### src/rtl/mem_arbiter.sv
// mem_arbiter: shares one fixed-latency, single-port memory between the
// instruction fetch read port and the data load/store port.
// Each access walks IDLE -> ISSUE -> (WAIT -> RESP) and returns read data
// with a one-cycle valid pulse. Stores finish in their ISSUE cycle.
// Optional build macro MEM_ARB_RR_EN selects round-robin arbitration on
// conflicts. Without it, the data port always wins a conflict.
// Every output comes from a flop. There is no path from a request input
// straight through to an output.
module mem_arbiter #(
  parameter int DATA_WIDTH  = 64,
  parameter int MEM_LATENCY = 1
) (
  input  logic                  clk_i,
  input  logic                  rst_i,
  // instruction read port
  input  logic                  i_req_i,
  input  logic [DATA_WIDTH-1:0] i_adr_i,
  output logic                  i_gnt_o,
  output logic                  i_rvalid_o,
  output logic [31:0]           i_rdata_o,
  // data load/store port
  input  logic                  d_req_i,
  input  logic                  d_we_i,
  input  logic [DATA_WIDTH-1:0] d_adr_i,
  input  logic [DATA_WIDTH-1:0] d_wdata_i,
  output logic                  d_gnt_o,
  output logic                  d_rvalid_o,
  output logic [DATA_WIDTH-1:0] d_rdata_o,
  // shared memory side
  output logic                  mem_en_o,
  output logic                  mem_we_o,
  output logic [DATA_WIDTH-1:0] mem_adr_o,
  output logic [DATA_WIDTH-1:0] mem_wdata_o,
  input  logic [DATA_WIDTH-1:0] mem_rdata_i,
  output logic                  busy_o
);

  // Value loaded into the latency counter in ISSUE. WAIT ends when the
  // counter reaches zero.
  localparam logic [3:0] LAT_LOAD = 4'(MEM_LATENCY - 1);

  typedef enum logic [1:0] {
    IDLE  = 2'd0,
    ISSUE = 2'd1,
    WAIT  = 2'd2,
    RESP  = 2'd3
  } state_t;

  state_t state, state_nxt;

  logic [3:0] cnt, cnt_nxt;

  // Command fields captured when an access enters ISSUE.
  logic cmd_d, cmd_d_nxt;       // 1 = data port owns the access
  logic cmd_we, cmd_we_nxt;     // 1 = store
  logic cmd_half, cmd_half_nxt; // instruction word comes from the upper half

  // Next values for the registered outputs.
  logic                  i_gnt_nxt, d_gnt_nxt;
  logic                  i_rvalid_nxt, d_rvalid_nxt;
  logic [31:0]           i_rdata_nxt;
  logic [DATA_WIDTH-1:0] d_rdata_nxt;
  logic                  mem_en_nxt, mem_we_nxt;
  logic [DATA_WIDTH-1:0] mem_adr_nxt, mem_wdata_nxt;
  logic                  busy_nxt;

  // Arbitration decision.
  logic arb_point;
  logic d_cand, i_cand;
  logic pick_d;
  logic launch;
  logic capture;

`ifdef MEM_ARB_RR_EN
  logic last_d, last_d_nxt;
`endif

  // The low address bits are not needed. The memory is word addressed, and
  // only bit 2 picks the instruction half.
  logic unused_adr_bits;
  assign unused_adr_bits = ^{i_adr_i[1:0], d_adr_i[2:0]};

  // Decide whether this cycle can start a new access, and which port gets it.
  always_comb begin
    arb_point = 1'b0;
    case (state)
      IDLE:    arb_point = 1'b1;
      ISSUE:   arb_point = cmd_we;
      RESP:    arb_point = 1'b1;
      default: arb_point = 1'b0;
    endcase
    // In a store's ISSUE cycle, d_req_i is still high for the store being
    // granted now. That request must not be issued a second time.
    if (state == ISSUE) begin
      d_cand = 1'b0;
    end else begin
      d_cand = d_req_i;
    end
    i_cand = i_req_i;
`ifdef MEM_ARB_RR_EN
    pick_d = d_cand & (~i_cand | ~last_d);
`else
    pick_d = d_cand;
`endif
    launch = arb_point & (d_cand | i_cand);
  end

  // FSM state register.
  always_ff @(posedge clk_i or posedge rst_i) begin
    if (rst_i) begin
      state <= IDLE;
    end else begin
      state <= state_nxt;
    end
  end

  // FSM next-state logic.
  always_comb begin
    state_nxt = state;
    case (state)
      IDLE: begin
        if (launch) begin
          state_nxt = ISSUE;
        end else begin
          state_nxt = IDLE;
        end
      end
      ISSUE: begin
        if (!cmd_we) begin
          state_nxt = WAIT;
        end else if (launch) begin
          state_nxt = ISSUE;
        end else begin
          state_nxt = IDLE;
        end
      end
      WAIT: begin
        if (cnt == 4'd0) begin
          state_nxt = RESP;
        end else begin
          state_nxt = WAIT;
        end
      end
      RESP: begin
        if (launch) begin
          state_nxt = ISSUE;
        end else begin
          state_nxt = IDLE;
        end
      end
      default: state_nxt = IDLE;
    endcase
  end

  // Compute the next value of each registered output, the counter, and the
  // command fields.
  always_comb begin
    i_gnt_nxt  = launch & ~pick_d;
    d_gnt_nxt  = launch & pick_d;
    mem_en_nxt = launch;
    mem_we_nxt = launch & pick_d & d_we_i;

    if (launch) begin
      if (pick_d) begin
        mem_adr_nxt = {d_adr_i[DATA_WIDTH-1:3], 3'b000};
      end else begin
        mem_adr_nxt = {i_adr_i[DATA_WIDTH-1:3], 3'b000};
      end
    end else begin
      mem_adr_nxt = '0;
    end

    if (mem_we_nxt) begin
      mem_wdata_nxt = d_wdata_i;
    end else begin
      mem_wdata_nxt = '0;
    end

    // Memory data is valid in the last WAIT cycle.
    capture      = (state == WAIT) && (cnt == 4'd0);
    i_rvalid_nxt = capture & ~cmd_d;
    d_rvalid_nxt = capture & cmd_d;

    if (i_rvalid_nxt) begin
      if (cmd_half) begin
        i_rdata_nxt = mem_rdata_i[32 +: 32];
      end else begin
        i_rdata_nxt = mem_rdata_i[0 +: 32];
      end
    end else begin
      i_rdata_nxt = i_rdata_o;
    end

    if (d_rvalid_nxt) begin
      d_rdata_nxt = mem_rdata_i;
    end else begin
      d_rdata_nxt = d_rdata_o;
    end

    if (state == ISSUE) begin
      cnt_nxt = LAT_LOAD;
    end else if ((state == WAIT) && (cnt != 4'd0)) begin
      cnt_nxt = cnt - 4'd1;
    end else begin
      cnt_nxt = cnt;
    end

    if (launch) begin
      cmd_d_nxt    = pick_d;
      cmd_we_nxt   = pick_d & d_we_i;
      cmd_half_nxt = ~pick_d & i_adr_i[2];
    end else begin
      cmd_d_nxt    = cmd_d;
      cmd_we_nxt   = cmd_we;
      cmd_half_nxt = cmd_half;
    end

`ifdef MEM_ARB_RR_EN
    if (launch) begin
      last_d_nxt = pick_d;
    end else begin
      last_d_nxt = last_d;
    end
`endif

    busy_nxt = (state_nxt != IDLE);
  end

  // Register the outputs, the latency counter, and the command fields.
  always_ff @(posedge clk_i or posedge rst_i) begin
    if (rst_i) begin
      i_gnt_o     <= 1'b0;
      d_gnt_o     <= 1'b0;
      i_rvalid_o  <= 1'b0;
      d_rvalid_o  <= 1'b0;
      i_rdata_o   <= 32'd0;
      d_rdata_o   <= '0;
      mem_en_o    <= 1'b0;
      mem_we_o    <= 1'b0;
      mem_adr_o   <= '0;
      mem_wdata_o <= '0;
      busy_o      <= 1'b0;
      cnt         <= 4'd0;
      cmd_d       <= 1'b0;
      cmd_we      <= 1'b0;
      cmd_half    <= 1'b0;
    end else begin
      i_gnt_o     <= i_gnt_nxt;
      d_gnt_o     <= d_gnt_nxt;
      i_rvalid_o  <= i_rvalid_nxt;
      d_rvalid_o  <= d_rvalid_nxt;
      i_rdata_o   <= i_rdata_nxt;
      d_rdata_o   <= d_rdata_nxt;
      mem_en_o    <= mem_en_nxt;
      mem_we_o    <= mem_we_nxt;
      mem_adr_o   <= mem_adr_nxt;
      mem_wdata_o <= mem_wdata_nxt;
      busy_o      <= busy_nxt;
      cnt         <= cnt_nxt;
      cmd_d       <= cmd_d_nxt;
      cmd_we      <= cmd_we_nxt;
      cmd_half    <= cmd_half_nxt;
    end
  end

`ifdef MEM_ARB_RR_EN
  // Remember which port won the most recent grant, for round-robin.
  always_ff @(posedge clk_i or posedge rst_i) begin
    if (rst_i) begin
      last_d <= 1'b0;
    end else begin
      last_d <= last_d_nxt;
    end
  end
`endif

endmodule

### config.mk
export PLATFORM = sky130hd
export DESIGN_NAME = mem_arbiter
export DESIGN_NICKNAME = d
export VERILOG_FILES = /design/src/rtl/mem_arbiter.sv
export SDC_FILE = /design/constraint.sdc
export NUM_CORES = 1
export LEC_CHECK = 0
export BUFFER_PORTS_ARGS = -buffer_cell sky130_fd_sc_hd__buf_2
export CELL_PAD_IN_SITES_DETAIL_PLACEMENT = 0
export CELL_PAD_IN_SITES_GLOBAL_PLACEMENT = 1
export CORE_AREA = 2 2 191 193
export CTS_BUF_LIST = sky130_fd_sc_hd__clkbuf_4
export CTS_CLUSTER_DIAMETER = 200
export CTS_CLUSTER_SIZE = 8
export DETAILED_ROUTE_END_ITERATION = 8
export DIE_AREA = 0 0 193 195
export PLACE_DENSITY_LB_ADDON = 0.05
export SLEW_MARGIN = 25
export SYNTH_ARGS = -nofsm -noshare
export SYNTH_HDL_FRONTEND = slang
export SYNTH_SLANG_ARGS = --single-unit
### constraint.sdc
create_clock -name clk_i -period 11.9 [get_ports clk_i]
set_clock_uncertainty 0.05 [all_clocks]
set_input_delay 2.38 -clock clk_i [delete_from_list [all_inputs] [get_ports clk_i]]
set_output_delay 2.38 -clock clk_i [all_outputs]
set_load 0.01 [all_outputs]
; Word level (Yosys, flattened, before mapping)
; Index checks and enable logic that the tools add are counted.
[op_classes]
n_eq_ne = 3
shifts = 0
n_reduce_logical = 8
muxes = 12
n_addsub = 1
div = 0
n_bitwise = 11
order_cmp = 0
multipliers = 0
[op_table]
columns = operator, n
row1 = $mux 64, 3
row2 = $mux 32, 1
row3 = $and 1x1->1, 8
row4 = $mux 4, 2
row5 = $pmux 2 s3, 1
row6 = $eq 2x2->1 const B, 2
row7 = $logic_not 4->1, 1
row8 = $reduce_bool 2->1, 2
row9 = $reduce_bool 4->1, 1
row10 = $sub 4x1->4 const B, 1
row11 = $mux 1, 3
row12 = $eq 2x1->1 const B, 1
row13 = $logic_and 1x1->1, 2
row14 = $logic_not 2->1, 1
row15 = $mux 2, 1
row16 = $not 1->1, 2
row17 = $pmux 1 s2, 1
row18 = $reduce_or 2->1, 1
row19 = $or 1x1->1, 1
[totals]
latchBits = 0
inputBits = 261
memories = 0
ram_bits = 0
ff_bits = 240
wordCells = 51
romBits = 0
out_inout_bits = 231

; Logic depth before layout (Yosys ltp)
; Gate-level depths: netlist of run 1.
[logic_depth]
depth_word = 8
ltp_mapped = 7
ltp_nobuf = 5

; Least setup slack after synthesis of run 1
; OpenSTA, ideal clock, no wires.
[synth_path]
path_type = input -> register
start = input d_req_i
end = register mem_adr_o[24]
stages = 5
required_ns = 11.783
slack_ns = 8.513
n_path_buf = 3
setup_time_ns = 0.067
arrival_time_ns = 3.270
cell_sequence = nor4bb_1 -> buf_2 -> buf_2 -> buf_2 -> a32o_1
[synth_between]
elab_chain_len = 4
word_cells_on_any_way = 5
cone_classes = mux: 3 / bitwise: 2
[synth_lines]
columns = item, line_no
row1 = from (decl), 22  ; input logic d_req_i,
row2 = $mux 1 (*), 94  ; if (state == ISSUE) begin
row3 = $or 1x1->1, 105  ; launch = arb_point & (d_cand | i_cand);
row4 = $and 1x1->1, 105
row5 = $mux 64 (*), 163  ; if (launch) begin
row6 = net mem_adr_nxt[24], 64  ; logic [DATA_WIDTH-1:0] mem_adr_nxt, mem_wdata_nxt;
row7 = to (signal assigned), 256  ; mem_adr_o <= mem_adr_nxt;
row8 = to (decl), 32  ; output logic [DATA_WIDTH-1:0] mem_adr_o,
; Mark *: on every way through the listed nets, which the timed path passes. The rest lies on a longest branch.
; A chain may end at the register's enable or synchronous reset.

==> flow_metrics.tcl, run 1 <==
set metrics [dict create \
    htreeDepth 2 \
    final_common_cell "buf_2" \
    grt_pass1_wl_mm 47.9 \
    clk_pin_slew_ns 0.09 \
    grt_setup_unrepaired "false" \
    post_drt_via_cell_ratio 4.49 \
    drt-total-wl_mm 33.2 \
    syn_avg_cell_area_sq_um 15.5 \
    holdPathStages 1 \
    routed-via-count 6978 \
    hold_class "reg2reg" \
    initial_core_util_pct 26.5 \
    wl_per_cell_um 21.4 \
    r2r-end "cmd_we" \
    relSlewSlack_pct 34.0 \
    port_buffers 483 \
    min_from "d_rdata_o[46]" \
    hpwlAfterDp_mm 23.9 \
    rows 69 \
    layout_common_cells "buf_2, dfrtp_1, mux2_4" \
    syn_area_sq_mm 0.00939 \
    period_share_pct 35.2 \
    yosysWarnings 0 \
    holdWs_ns 0.458 \
    core_sq_mm 0.0354 \
    ctsRootBufferMaster "clkbuf_4" \
    worst_slew_pin_slew_ns 0.990 \
    floorplan.die_area_sq_mm 0.0376 \
    worstPathArrival_ns 4.82 \
    hold_viol 0 \
    power_density_mw_per_mm2 243 \
    cts.repair.resized 0 \
    r2r_setup_slack_ns 8.77 \
    routabilityCongestion 0.725 \
    criticalPathCategory "in2async" \
    grt_overflow 0 \
    p_leak_nw 6.90 \
    cts_buffers 35 \
    die_y_um 195 \
    synth-edff-count 0 \
    multi_input_area_sq_mm 0.00315 \
    end_kind "async pin" \
    seq_area_sq_mm 0.00593 \
    gr-usage-all-layers_pct 17.2 \
    setup_viol 0 \
    cp.required_ns 12.53 \
    finalMaxSlewViolations 0 \
    antenna_left 0 \
    antenna_found_initial 17 \
    areaGrowthSynthToFinish_pct 33.0 \
    maxCapViolCount 0 \
    drt_first_pass_iters 4 \
    outcome "completed" \
    start_kind "input port" \
    grt_max_degree 114 \
    final.setup.tns_ns 0 \
    drcViolationCount 0 \
    worstSkewPairLatency_ns 0.66 \
    hold_buffers 0 \
    grt_pass1_vias 7357 \
    clock-sinks 237 \
    ys_seq_area_share_pct 63.2 \
    regToRegStartpoint "state[0]" \
    synthCells 607 \
    reg2regPathDepth 7 \
    cts_tree "done" \
    synth_ff_type "dfrtp_1" \
    yosys-top-cells-area "dfrtp_1, mux2_4, a32o_1" \
    worst-path-max-fanout 113 \
    ys_types 37 \
    fin_util_pct 35.3 \
    final_nets 1348 \
    die_width_um 193 \
    synth_top_cell_area_share_pct 63.2 \
    cts_setup_buffers 0 \
    vdd_drop_max_uv 101 \
    ys_ff_latch 237 \
    drtIter0Drc 322 \
    cts_buffer_depth 3 \
    max_freq_mhz 239 \
    ios 492 \
    holdPathEnd "d_rdata_o[46]" \
    fin_crit_ns 4.19 \
    synth_top_cell_by_area "dfrtp_1" \
    layout-drive-gt1-share_pct 61.7 \
    n_fill_cell 3616 \
    synthArstFlopShare_pct 100 \
]
==> synth_stat cells (2+ instances only) <==
cell and count:
dfrtp_1 237, mux2_4 78, and3_1 64, a32o_1 61, mux2_2 52, clkbuf_1 25, buf_2 16, buf_6 10
inv_1 9, nor2_1 9, nand2_1 6, a21oi_1 4, ha_1 4, buf_4 3, nand2b_1 3, a211o_1 2
a211oi_1 2, nand4b_1 2, o21bai_1 2
==> cell type report <==
cell class                      instances  share of cell area (%)
Sequential cell                       237                    47.5
Multi-Input combinational cell        308                    25.2
Timing Repair Buffer                  492                    19.9
Tap cell                              461                    4.62
Clock buffer                           35                    2.10
Inverter                                9                   0.331
Antenna cell                            7                   0.140
Clock inverter                          4                   0.130
==> power breakdown <==
group,switching [mW],total (mW),internal [mW]
Sequential,0.121,1.23,1.11
Combinational,0.710,1.38,0.668
Clock,0.289,0.427,0.138
==> metrics by stage <==
step                      setup WS, ns  cell area, sq um  cells  power, mW
after floorplan                   2.97              9400    609       2.10
after global placement            6.82             12200   1507       2.65
after detailed placement          6.86             12200   1507       2.65
after CTS                         7.63             12500   1546       3.10
after global routing              7.35             12500   1550       3.25
final                             7.71             12500   1553       3.03
==> state kept, by name (all words and copies together) (netlist names) <==
register     flops
d_rvalid_o       1
mem_wdata_o     64
state            2
d_gnt_o          1
mem_we_o         1
cmd_we           1
i_rvalid_o       1
i_rdata_o       32
i_gnt_o          1
cmd_d            1
mem_en_o         1
busy_o           1
cnt              4
cmd_half         1
d_rdata_o       64
mem_adr_o       61
==> worst max path at each step <==
stage / from / end / slack (ns) / depth (start not counted)
after global placement: rst_i / d_rdata_o[56] / 6.82 / 4
after CTS: rst_i / d_rdata_o[24] / 7.63 / 4
after detailed placement: rst_i / d_rdata_o[24] / 6.86 / 4
after global routing: rst_i / mem_adr_o[4] / 7.35 / 4
after floorplan: rst_i / busy_o / 2.97 / 1
final: rst_i / d_rdata_o[56] / 7.71 / 4
==> critical path: stages <==
cell   delay (ns)
buf_2        0.13
inv_8        0.48
buf_4        0.83
buf_4        0.77
==> cell families after synthesis <==
group | synth area share [%]
multiplexers | 18.8
buffers and inverters | 3.69
adder cells (fa/ha/maj) | 0.533
flip-flops | 63.2
other | 0.0399
AO/OA/AOI/OAI | 7.71
AND/OR/NAND/NOR | 6.05
==> routing by layer <==
metal	GRT usage, %	up-vias	wire length (um)
li1	-	3174	-
met1	19.0	3395	12100
met2	29.9	326	16600
met3	7.71	65	3710
met4	4.77	18	729
met5	0	-	115
Power figures use the tool's default switching activity.
==> run 2, diff against run 1 <==
--- a/config.mk
+++ b/config.mk
@@ -8,12 +8,12 @@
 export BUFFER_PORTS_ARGS = -buffer_cell sky130_fd_sc_hd__buf_2
 export CELL_PAD_IN_SITES_DETAIL_PLACEMENT = 0
 export CELL_PAD_IN_SITES_GLOBAL_PLACEMENT = 1
-export CORE_AREA = 2 2 191 193
+export CORE_AREA = 2 2 193 195
 export CTS_BUF_LIST = sky130_fd_sc_hd__clkbuf_4
 export CTS_CLUSTER_DIAMETER = 200
 export CTS_CLUSTER_SIZE = 8
 export DETAILED_ROUTE_END_ITERATION = 8
-export DIE_AREA = 0 0 193 195
+export DIE_AREA = 0 0 195 197
 export PLACE_DENSITY_LB_ADDON = 0.05
 export SLEW_MARGIN = 25
 export SYNTH_ARGS = -nofsm -noshare
==> constraint.sdc (replaced) <==
create_clock -name clk_i -period 3.45 [get_ports clk_i]
set_clock_uncertainty 0.05 [all_clocks]
set_input_delay 0.69 -clock clk_i [delete_from_list [all_inputs] [get_ports clk_i]]
set_output_delay 0.69 -clock clk_i [all_outputs]
set_load 0.01 [all_outputs]
==> run 2 against run 1 <==
Effect of this change:
- final area up 2.2%
- die area up 2.1%
- wire length up 2.7%
- register-to-register slack worse by 7.6 ns
- non-clock buffer count up 24
- flip-flop and latch count unchanged
- global-route usage up 0.087 points
- critical path type is now reg2reg
- critical endpoint is now d_rdata_o[46]
==> flow_metrics.tcl, run 2 (synthesis results as in run 1) <==
set metrics [dict create \
    outcome "completed" \
    p_leak_nw 7.04 \
    clock-sinks 237 \
    hold_viol 0 \
    cts_buffer_depth 3 \
    grt_pass1_wl_mm 49.8 \
    swShare_pct 36.9 \
    grt_max_degree 59 \
    max_freq_mhz 435 \
    floorplan.die_area_sq_mm 0.0384 \
    core_sq_mm 0.0363 \
    wl_per_cell_um 21.5 \
    drt_first_pass_iters 4 \
    relSlewSlack_pct 44.6 \
    fin_crit_ns 2.30 \
    gr-usage-all-layers_pct 17.3 \
    cts_setup_buffers 0 \
    grt_setup_unrepaired "false" \
    cts.repair.resized 0 \
    r2r_setup_slack_ns 1.15 \
    worst_slack_ns 1.15 \
    die_width_um 195 \
    drcViolationCount 0 \
    drtIter0Drc 227 \
    final_common_cell "buf_2" \
    routabilityCongestion 0.756 \
    ios 492 \
    die_y_um 197 \
    largest_registers "d_rdata_o: 64 flops, mem_wdata_o: 64 flops, mem_adr_o: 61 flops" \
    regToRegStartpoint "cnt[0]" \
    initial_core_util_pct 25.9 \
    critPathLaunch "cnt[0]" \
    htreeDepth 2 \
    dpl_cell_area_sq_mm 0.0125 \
    power_frac_clock_pct 13.9 \
    cts_buffers 35 \
    worst_slew_pin_slew_ns 0.829 \
    port_buffers 483 \
    worstSkewPairLatency_ns 0.62 \
    cp.required_ns 3.89 \
    design_area_sq_mm 0.0128 \
    antenna_found_initial 18 \
    hpwlAfterDp_mm 25.5 \
    criticalPathCategory "reg2reg" \
    routed-via-count 7058 \
    power_density_mw_per_mm2 841 \
    end_kind "flip-flop" \
    areaGrowthSynthToFinish_pct 35.9 \
    fin_util_pct 35.2 \
    grt_pass1_vias 7486 \
    grt_overflow 0 \
    power.switching_mw 3.95 \
    cts_tree "done" \
    finalPower_mw 10.7 \
    hold_buffers 0 \
    clk_pin_slew_ns 0.10 \
    comb_power_share_pct 46.7 \
    worstPathArrival_ns 2.74 \
    internal_power_mw 6.77 \
    period_share_pct 66.7 \
    ctsRootBufferMaster "clkbuf_4" \
    place_ws_ns 1.12 \
    rows 70 \
    setup_viol 0 \
    finalMaxSlewViolations 0 \
    drt-total-wl_mm 34.1 \
    power_frac_seq_pct 39.5 \
    worst-path-max-fanout 24 \
    layout-drive-gt1-share_pct 62.5 \
    antenna_left 0 \
    final_nets 1372 \
    start_kind "flip-flop" \
    maxCapViolCount 0 \
    vdd_drop_max_uv 257 \
    hold_class "in2async" \
    post_drt_via_cell_ratio 4.44 \
    layout_common_cells "buf_2, dfrtp_1, mux2_4" \
]
run 2: cell count changes in the layout (fill, tap and decap cells not counted), sizes merged:
cell | previous run | this run
buf | 492 | 516
clkinvlp | 0 | 1
inv | 12 | 11
diode | 7 | 11
run 2: through the flow:
step / std cells / setup TNS (ns) / hold slack, ns
2_1_floorplan: 609 / -93.82 / 0.470
3_3_place_gp: 1538 / 0 / 0.434
3_5_place_dp: 1538 / 0 / 0.439
4_1_cts: 1577 / 0 / 0.102
5_1_grt: 1582 / 0 / 0.140
6_report: 1588 / 0 / 0.157
run 2: layout make-up:
type	instances	area, sq um
Multi-Input combinational cell	308	3150
Tap cell	468	586
Clock buffer	35	263
Sequential cell	237	5930
Fill cell	3735	23500
Antenna cell	11	27.5
Clock inverter	4	16.3
Inverter	9	37.5
Timing Repair Buffer	516	2750
run 2: worst paths after layout:
check,endpoint,depth (start not counted)
worst max-delay path,d_rdata_o[46],6
min in group clk_i,mem_adr_o[54],2
worst max register to register,d_rdata_o[46],6
worst min-delay path,d_rdata_o[58],2
worst min register to register,d_rdata_o[45],1
max in group asynchronous,d_rdata_o[9],3
run 2: power groups by stage:
stage | Combinational (mW) | Sequential, mW | Clock [mW]
final | 5.01 | 4.24 | 1.49
after global routing | 5.38 | 4.36 | 1.71
after detailed placement | 5.10 | 4.29 | 0
after floorplan | 2.45 | 4.81 | 0
after global placement | 5.13 | 4.28 | 0
after CTS | 5.11 | 4.24 | 1.60
run 2: routing by layer:
metal / global-route usage (%) / share of wire, % / vias up
met5: 0 / 0.28 / -
met3: 7.82 / 10 / 79
li1: - / - / 3224
met1: 19.8 / 37 / 3405
met4: 6.56 / 3.6 / 16
met2: 28.5 / 48 / 334
run 2: critical path: stages (launching register included):
cell and delay, ns:
dfrtp_1 0.39, inv_1 0.07, ha_1 0.25, and4bb_2 0.29, nand2_4 0.37, buf_4 0.36, mux2_2 0.37
==> run 3, diff against run 2 <==
==> constraint.sdc (replaced) <==
create_clock -name clk_i -period 1.9 [get_ports clk_i]
set_clock_uncertainty 0.05 [all_clocks]
set_input_delay 0.38 -clock clk_i [delete_from_list [all_inputs] [get_ports clk_i]]
set_output_delay 0.38 -clock clk_i [all_outputs]
set_load 0.01 [all_outputs]
==> run 3 against run 2 <==
Effect of this change:
- non-clock buffer count up 305
- hold slack got worse by 0.012 ns
- cell count grew 19%
- die area stayed put
- global-route usage increased by 0.54 points
- combinational power increased by 120%
- final area is 27% higher
- worst setup slack worse by 1.1 ns
- sequential power increased by 82%
- clock-buffer cell count increased by 1
- via count is 17% higher
- utilization rose by 9.4 points
- critical path type unchanged
==> flow_metrics.tcl, run 3 (synthesis results as in run 1) <==
set metrics [dict create \
    power_density_mw_per_mm2 1340 \
    reg2regPathDepth 7 \
    clk_pin_slew_ns 0.11 \
    ctsRootBufferMaster "clkbuf_4" \
    worstPathCellList "inv_1 > ha_2 > and4bb_2 > nor2b_4 > buf_6 > buf_12 > mux2_2" \
    worstSkewPairLatency_ns 0.67 \
    power.switching_mw 7.67 \
    place_inst 1560 \
    hpwlAfterDp_mm 25.3 \
    port_buffers 483 \
    stdcell_count 1884 \
    grt_setup_unrepaired "true" \
    dpl_cell_area_sq_mm 0.0127 \
    final.setup.tns_ns 0 \
    finalMaxSlewViolations 0 \
    areaGrowthSynthToFinish_pct 72.4 \
    max_freq_mhz 530 \
    routabilityCongestion 0.746 \
    crit_path_end "i_rdata_o[31]" \
    cp_top_family "simple AND/OR/NAND/NOR gates" \
    r2r_setup_slack_ns 0.01 \
    critPathLaunch "state[0]" \
    period_share_pct 99.4 \
    cpMaxStageDelayCell "dfrtp_1" \
    die_y_um 197 \
    final_nets 1677 \
    die_width_um 195 \
    layout_common_cells "buf_2, dlygate4sd3_1, dfrtp_1" \
    gr-usage-all-layers_pct 17.9 \
    hold_viol 0 \
    regToRegStartpoint "state[0]" \
    internal_power_mw 14.0 \
    cts_tree "done" \
    swShare_pct 35.4 \
    fin_crit_ns 1.89 \
    post_drt_via_cell_ratio 4.37 \
    maxCapViolCount 0 \
    ios 492 \
    start_kind "flip-flop" \
    htreeDepth 2 \
    setup_viol 0 \
    floorplan.die_area_sq_mm 0.0384 \
    grt_pass1_vias 8943 \
    comb_power_share_pct 51.3 \
    cts_buffer_depth 3 \
    vdd_drop_max_uv 684 \
    largest_registers "d_rdata_o: 64 flops, mem_wdata_o: 64 flops, mem_adr_o: 61 flops" \
    critPathBufInv 3 \
    design_area_sq_mm 0.0162 \
    drcViolationCount 0 \
    drt-total-wl_mm 36.4 \
    final_common_cell "buf_2" \
    critPathMaxStageDelay_ns 0.42 \
    core_sq_mm 0.0363 \
    routed-via-count 8226 \
    outcome "completed" \
    antenna_left 0 \
    grt_overflow 0 \
    worstPathArrival_ns 2.37 \
    finalPower_mw 21.7 \
    worst-path-max-fanout 7 \
    hold_class "in2async" \
    criticalPathCategory "reg2reg" \
    initial_core_util_pct 25.9 \
    antenna_found_initial 2 \
    holdWs_ns 0.145 \
    drtIter0Drc 298 \
    wl_per_cell_um 19.3 \
    rows 70 \
    power_frac_seq_pct 35.7 \
    power_frac_clock_pct 13.1 \
    end_kind "flip-flop" \
    drt_first_pass_iters 4 \
    cts_buffers 35 \
    cp.required_ns 2.38 \
    worst-path-stages 7 \
    clock-sinks 237 \
    grt_max_degree 67 \
    p_leak_nw 8.55 \
    r2r-end "i_rdata_o[31]" \
    grt_pass1_wl_mm 52.8 \
    layout-drive-gt1-share_pct 53.5 \
]
==> run 3: cell types whose count changed in the layout (fill, tap and decap cells not counted), moves of 9 or more <==
cell           before  now
buf_4              26   37
dlygate4sd3_1       0  254
buf_12              7   17
clkbuf_16           0   11
diode_2            11    2
buf_6               0   13
==> run 3: cell type report <==
class	instances	area, sq um
inverters	9	37.5
diodes	2	5.00
repair buffers	821	6110
flip-flops and latches	237	5930
clock inverters	3	38.8
multi-input cells	308	3200
clock buffers	36	270
well taps	468	586
fillers	3454	20100
==> run 3: what timing repair did <==
action / CTS / global route
hold buffers: 254 / 0
resized for setup: 5 / 31
buffers inserted: 5 / 8
hold endpoints to repair: 393 / 0
endpoints found under the setup margin: 96 / 210
pin swaps: 1 / 3
gates cloned: 2 / 14
==> run 3: per-stage QoR <==
stage	utilization (%)	setup slack (ns)
floorplan	-	-1.64
global placement	35.2	-0.0264
detailed placement	35.2	-0.0341
CTS	43.3	0.00204
global route	44.6	-0.0877
finish	44.6	0.0115
==> run 3: how the worst min path moves through the flow <==
stage	end	slack (ns)	cells after the start
after floorplan	mem_adr_o[10]	0.46	1
after CTS	mem_adr_o[7]	0.06	3
after global routing	mem_adr_o[7]	0.08	3
after global placement	mem_adr_o[7]	0.27	2
after detailed placement	mem_adr_o[7]	0.28	2
final	mem_adr_o[7]	0.15	3
==> run 3: per-layer routing <==
metal | up-vias | wire length (um) | global-route usage (%) | part of all wire [%]
li1 | 3828 | - | - | -
met1 | 4002 | 14200 | 20.7 | 39
met2 | 336 | 18300 | 31.3 | 50
met3 | 60 | 2740 | 5.42 | 7.5
met4 | 0 | 1190 | 6.30 | 3.3
met5 | - | 0 | 0 | 0
==> run 3: worst reg2reg max path, delay by kind of cell (launching register included) <==
kind / cells / cell delay (ns)
AND/OR/NAND/NOR: 2 / 0.43
flip-flops: 1 / 0.42
buffers and inverters: 3 / 0.35
multiplexers: 1 / 0.33
adder cells (fa/ha/maj): 1 / 0.20
==> run 3: power by group through the flow <==
stage	clock network [mW]	logic (mW)	registers, mW
floorplan	0	4.44	8.74
global placement	0	9.63	7.82
detailed placement	0	9.61	7.82
CTS	3.05	10.2	7.74
global route	3.23	11.8	7.97
finish	2.84	11.1	7.73
